File: src/rtl/cnn_dense_sequencer.sv
// Dense-layer sequencer sitting beside an AXI-Stream interface block.
// A rising start launches one run: for each output neuron it walks the input
// buffer, MACs against ROM weights, adds the neuron bias, applies ReLU with
// saturation to the positive range and writes one word to the output buffer.
//
// Handshake: the interface raises axisif_start (only its rising edge seen in
// IDLE counts); axisif_done drops on the accepting edge and rises again once
// every neuron has been written. axisif_bufferOut_wr is a single-cycle strobe
// qualifying bufferOut_adr/bufferOut_data. Inside the datapath v_q marks that
// x_q and w_data hold a matching input/weight pair, so that product may be
// accumulated.
module cnn_dense_sequencer #(
  parameter int DATA_WIDTH   = 32,
  parameter int IN_DATA_NUM  = 8,
  parameter int OUT_DATA_NUM = 4,
  parameter int FRAC_BITS    = 8,
  parameter int ACC_WIDTH    = 72,
  localparam int IA_W = (IN_DATA_NUM > 1) ? $clog2(IN_DATA_NUM) : 1,
  localparam int OA_W = (OUT_DATA_NUM > 1) ? $clog2(OUT_DATA_NUM) : 1,
  localparam int WA_W = $clog2(OUT_DATA_NUM * IN_DATA_NUM + OUT_DATA_NUM)
) (
  input  logic                  clk,
  input  logic                  rst,
  input  logic                  axisif_start,
  output logic                  axisif_done,
  output logic [IA_W-1:0]       axisif_bufferIn_adr,
  input  logic [DATA_WIDTH-1:0] axisif_bufferIn_data,
  output logic [OA_W-1:0]       axisif_bufferOut_adr,
  output logic [DATA_WIDTH-1:0] axisif_bufferOut_data,
  output logic                  axisif_bufferOut_wr,
  output logic [WA_W-1:0]       w_adr,
  input  logic [DATA_WIDTH-1:0] w_data,
  output logic [1:0]            dbg_state_o
);

  typedef enum logic [1:0] {
    IDLE  = 2'd0,
    MAC   = 2'd1,
    BIAS  = 2'd2,
    WRITE = 2'd3
  } state_t;

  localparam logic [IA_W-1:0] LAST_I  = IA_W'(IN_DATA_NUM - 1);
  localparam logic [OA_W-1:0] LAST_N  = OA_W'(OUT_DATA_NUM - 1);
  localparam logic [WA_W-1:0] IN_K    = WA_W'(IN_DATA_NUM);
  localparam logic [WA_W-1:0] BIAS_K  = WA_W'(OUT_DATA_NUM * IN_DATA_NUM);
  localparam logic [DATA_WIDTH-1:0] POS_MAX = {1'b0, {(DATA_WIDTH-1){1'b1}}};

  state_t                state_q, state_d;
  logic [OA_W-1:0]       n_q, n_d;
  logic [IA_W-1:0]       i_q, i_d;
  logic [ACC_WIDTH-1:0]  acc_q, acc_d;
  logic [DATA_WIDTH-1:0] x_q, x_d;
  logic                  v_q, v_d;
  logic                  done_q, done_d;
  logic                  start_prev_q;
  logic [IA_W-1:0]       in_adr_q, in_adr_d;
  logic [WA_W-1:0]       w_adr_q, w_adr_d;
  logic                  start_q;

  logic [2*DATA_WIDTH-1:0] prod;
  logic [ACC_WIDTH-1:0]    prod_ext;
  logic [ACC_WIDTH-1:0]    bias_ext;
  logic [ACC_WIDTH-1:0]    bias_al;
  logic [ACC_WIDTH-1:0]    sum;
  logic [ACC_WIDTH-1:0]    sum_sh;
  logic [DATA_WIDTH-1:0]   result;
  logic [WA_W-1:0]         w_mac_adr;
  logic [WA_W-1:0]         w_bias_adr;

  // Rising-edge detect of the start request
  assign start_q = axisif_start & ~start_prev_q;

  // ROM addresses for the current weight and the current neuron bias
  assign w_mac_adr  = WA_W'(n_q) * IN_K + WA_W'(i_q);
  assign w_bias_adr = BIAS_K + WA_W'(n_q);

  // Full-precision signed product (Q2*FRAC) and its sign extension to the acc
  assign prod     = {{DATA_WIDTH{x_q[DATA_WIDTH-1]}}, x_q}
                  * {{DATA_WIDTH{w_data[DATA_WIDTH-1]}}, w_data};
  assign prod_ext = {{(ACC_WIDTH-2*DATA_WIDTH){prod[2*DATA_WIDTH-1]}}, prod};

  // Bias arrives in Q(FRAC); shift it up to line up with the Q(2*FRAC) acc
  assign bias_ext = {{(ACC_WIDTH-DATA_WIDTH){w_data[DATA_WIDTH-1]}}, w_data};
  assign bias_al  = bias_ext << FRAC_BITS;
  assign sum      = acc_q + bias_al;
  assign sum_sh   = sum >> FRAC_BITS;

  // ReLU, then truncate back to Q(FRAC) and clip to the largest positive word
  always_comb begin
    result = '0;
    if (!sum[ACC_WIDTH-1]) begin
      if (|sum_sh[ACC_WIDTH-1:DATA_WIDTH-1]) result = POS_MAX;
      else                                   result = sum_sh[DATA_WIDTH-1:0];
    end
  end

  // Next-state, datapath updates and output decode
  always_comb begin
    state_d  = state_q;
    n_d      = n_q;
    i_d      = i_q;
    acc_d    = acc_q;
    x_d      = x_q;
    v_d      = v_q;
    done_d   = done_q;
    in_adr_d = in_adr_q;
    w_adr_d  = w_adr_q;
    axisif_bufferOut_wr   = 1'b0;
    axisif_bufferOut_adr  = '0;
    axisif_bufferOut_data = '0;
    case (state_q)
      IDLE: begin
        if (start_q) begin
          state_d = MAC;
          done_d  = 1'b0;
          n_d     = '0;
          i_d     = '0;
          acc_d   = '0;
          v_d     = 1'b0;
        end
      end
      MAC: begin
        in_adr_d = i_q;
        w_adr_d  = w_mac_adr;
        x_d      = axisif_bufferIn_data;
        v_d      = 1'b1;
        if (v_q) acc_d = acc_q + prod_ext;
        if (i_q == LAST_I) state_d = BIAS;
        else               i_d = i_q + 1'b1;
      end
      BIAS: begin
        w_adr_d = w_bias_adr;
        if (v_q) acc_d = acc_q + prod_ext;
        v_d     = 1'b0;
        state_d = WRITE;
      end
      WRITE: begin
        axisif_bufferOut_wr   = 1'b1;
        axisif_bufferOut_adr  = n_q;
        axisif_bufferOut_data = result;
        if (n_q == LAST_N) begin
          state_d = IDLE;
          done_d  = 1'b1;
        end else begin
          n_d     = n_q + 1'b1;
          i_d     = '0;
          acc_d   = '0;
          state_d = MAC;
        end
      end
      default: state_d = IDLE;
    endcase
  end

  // Addresses follow the counters in MAC/BIAS and otherwise hold
  assign axisif_bufferIn_adr = in_adr_d;
  assign w_adr               = w_adr_d;
  assign axisif_done         = done_q;
  assign dbg_state_o         = state_q;

  // State and datapath registers
  always_ff @(posedge clk or posedge rst) begin
    if (rst) begin
      state_q      <= IDLE;
      n_q          <= '0;
      i_q          <= '0;
      acc_q        <= '0;
      x_q          <= '0;
      v_q          <= 1'b0;
      done_q       <= 1'b1;
      start_prev_q <= 1'b0;
      in_adr_q     <= '0;
      w_adr_q      <= '0;
    end else begin
      state_q      <= state_d;
      n_q          <= n_d;
      i_q          <= i_d;
      acc_q        <= acc_d;
      x_q          <= x_d;
      v_q          <= v_d;
      done_q       <= done_d;
      start_prev_q <= axisif_start;
      in_adr_q     <= in_adr_d;
      w_adr_q      <= w_adr_d;
    end
  end

endmodule

File: config.mk
export PLATFORM = sky130hd
export DESIGN_NAME = cnn_dense_sequencer
export DESIGN_NICKNAME = d
export VERILOG_FILES = /design/src/rtl/cnn_dense_sequencer.sv
export SDC_FILE = /design/constraint.sdc
export NUM_CORES = 2
export LEC_CHECK = 0
export CAP_MARGIN = 20
export CORE_UTILIZATION = 65
export CTS_CLUSTER_DIAMETER = 200
export DETAILED_ROUTE_END_ITERATION = 12
export PLACE_DENSITY = 0.85
export RECOVER_POWER = 100
export SKIP_CTS_REPAIR_TIMING = 1
export SLEW_MARGIN = 20
export SYNTH_ARGS = -nofsm -noshare
export SYNTH_HDL_FRONTEND = slang
export SYNTH_SLANG_ARGS = --single-unit
File: constraint.sdc
create_clock -name clk -period 24.5 [get_ports clk]
set_input_delay 2.45 -clock clk [delete_from_list [all_inputs] [get_ports clk]]
set_output_delay 2.45 -clock clk [all_outputs]
set_load 0.02 [all_outputs]
==> flow_summary.yaml <==
sta:
  grt_setup_unrepaired: "false"
  relSlewSlack_pct: -163
  fin_tns_setup_ns: 0
  fin_crit_sh_pct: 61.0
  fin_skew_ns: 0.0199
  setup_slack_ns: 9.55
  final-max-slew-violation-count: 284
  fmax_mhz: 66.9
  worst_pin_slew_ns: 3.94
  setup_viol: 0
  hold_viol: 0
  finalCriticalPeriod_ns: 14.95
routing:
  vias: 38128
  route.detailed.wl_per_inst_um: 20.1
  avgViaCountPerCell: 6.06
  drt-pass1-iter-count: 6
  drc: 0
  drtIter0Drc: 2932
  totalWireLength_um: 126000
  ant_nets: 0
clock_tree:
  clockBufferDepth: 2
  clkTransAtPathRegs_ns: 0.07
  worst_skew_pair.late_latency_ns: 0.47
  clock_sinks: 123
  cts_tree: "yes"
  cts_buffers: 17
  clock-root-buffer: "clkbuf_16"
  htreeDepth: 4
setup_path:
  crit_start: "w_data[2]"
  crit_top_cell: "fa_1"
  reg2reg_from: "x_q[8]$_DFFE_PP0P_"
  path_class: "input pin to register"
  crit_fanout: 33
  required_ns: 24.89
  critPathCaptureType: "register"
  critical_path.top_delay_family: "compound AO/OA/AOI/OAI gates"
  slowest_stage: "clkbuf_1"
  slowest_delay_ns: 1.35
  cp-start-kind: "input pin"
  critPathArrivalTime_ns: 15.34
  path_buf_inv: 5
placed_design:
  port_buffers: 112
  gp_congestion: 0.987
  hpwl_um: 101000
  dp_slack_ns: 10.54
synthesis:
  synthTopCellsByArea: "fa_1, ha_1, inv_1, dfrtp_1, and2_1"
  avgSynthCellArea_um2: 9.01
  syn_area_mm2: 0.0485
  async_flop_share_pct: 100
  synth_edf_count: 0
  ys.flop_type: "dfrtp_1"
  ys_types: 98
  synthCells: 5387
  ys_seq_area_share_pct: 6.34
  yosysWarningCount: 0
  synth_top_area_share_pct: 44.7
  yosysTopAreaCell: "fa_1"
  synth_fp_nets: 6866
  ys_seq_elements: 123
final_layout:
  fin_nets: 6801
  final_cell_mix: "fa_1, inv_1, nand2_1"
  syn_to_final_growth_pct: 4.84
  postLayoutCoreUtil_pct: 69.3
  drive_gt1_share_pct: 3.39
  n_antenna_cell: 0
  final_common_cell: "fa_1"
grt:
  antenna_found_initial: 1
  track_usage_pct: 35.3
  grt_max_degree: 77
  grt_overflow: 0
  grt_pass1_vias: 40677
  grt_first_pass_wirelength_um: 210000
die:
  die_w_um: 275
  core_mm2: 0.0735
  num_rows: 99
  ios: 114
  initial_core_util_pct: 66.1
  die_height_um: 275
  dieArea_mm2: 0.0758
flow_run:
  cap_violations: 5
status:
  violations: "capacitance limit, slew limit"
  outcome: "finished with violations"
worst_hold_path:
  hold_start: "acc_q[2]$_DFFE_PP0P_"
  hold_class: "register to register"
-- metrics by stage --
step	hold slack, ns	cells	instance area, µm²
final	0.487	6294	50900
after global routing	0.514	6294	50900
after CTS	0.489	6294	50900
after detailed placement	0.475	6262	50400
after global placement	0.462	6261	50400
after floorplan	0.445	5387	48500
-- tightest hold or removal path: stages, from the launching register on --
cell and delay, ns:
dfrtp_1 0.35, nand2_1 0.05, o41ai_1 0.05
-- final timing paths --
path	endpoint	slack [ns]	depth (start not counted)
max in group asynchronous	acc_q[29]$_DFFE_PP0P_	16.51	3
worst max register to register	acc_q[70]$_DFFE_PP0P_	12.62	38
worst min-delay path	acc_q[2]$_DFFE_PP0P_	0.49	2
min in group asynchronous	acc_q[66]$_DFFE_PP0P_	3.30	2
worst max-delay path	acc_q[70]$_DFFE_PP0P_	9.55	37
worst min register to register	acc_q[2]$_DFFE_PP0P_	0.49	2
-- per-layer routing --
metal	up-vias	wire length [µm]	GRT usage (%)	part of all wire, %
met4	2	5320	13.9	4.2
met5	-	20	0	0.016
met3	387	11600	7.44	9.2
met1	19344	48300	45.5	38
li1	16584	-	-	-
met2	1811	61200	58.7	48
-- cell type report --
cell class,instances,area [µm²]
Fill cell,5470,22600
Multi-Input combinational cell,3989,40600
Clock inverter,14,116
Timing Repair Buffer,184,1650
Tap cell,959,1200
Clock buffer,18,429
Inverter,1007,3780
Sequential cell,123,3080
-- synth_stat cells (all sizes together) (32+ instances only) --
cell type  number
o21bai         36
nand3          66
inv          1007
ha            328
nor2          136
xor2           53
mux2           40
nand4          32
nor3           34
nand2         737
a21o           91
xnor2         109
and2          471
a21oi         199
clkbuf        245
dfrtp         122
fa           1084
o21ai         185
-- state kept, by name (all words and copies together), names as in the netlist --
name / flops
acc_q: 72
axisif_done: 1
dbg_state_o: 2
i_q: 3
in_adr_q: 3
n_q: 2
start_prev_q: 1
v_q: 1
w_adr_q: 6
x_q: 32
-- logic make-up after synthesis --
| group | count (synthesis) | share of synthesized area, % |
|---|---|---|
| AO/OA/AOI/OAI | 767 | 10.5 |
| adder cells (fa/ha/maj) | 1412 | 53.2 |
| AND/OR/NAND/NOR | 1602 | 16.1 |
| flip-flops | 123 | 6.34 |
| XOR/XNOR | 162 | 2.92 |
| buffers and inverters | 1275 | 9.98 |
| other | 1 | 0.00772 |
| multiplexers | 45 | 1.04 |
Power is not shown: default switching activity piles up to over one toggle a cycle in this logic, so the estimate is an artifact.
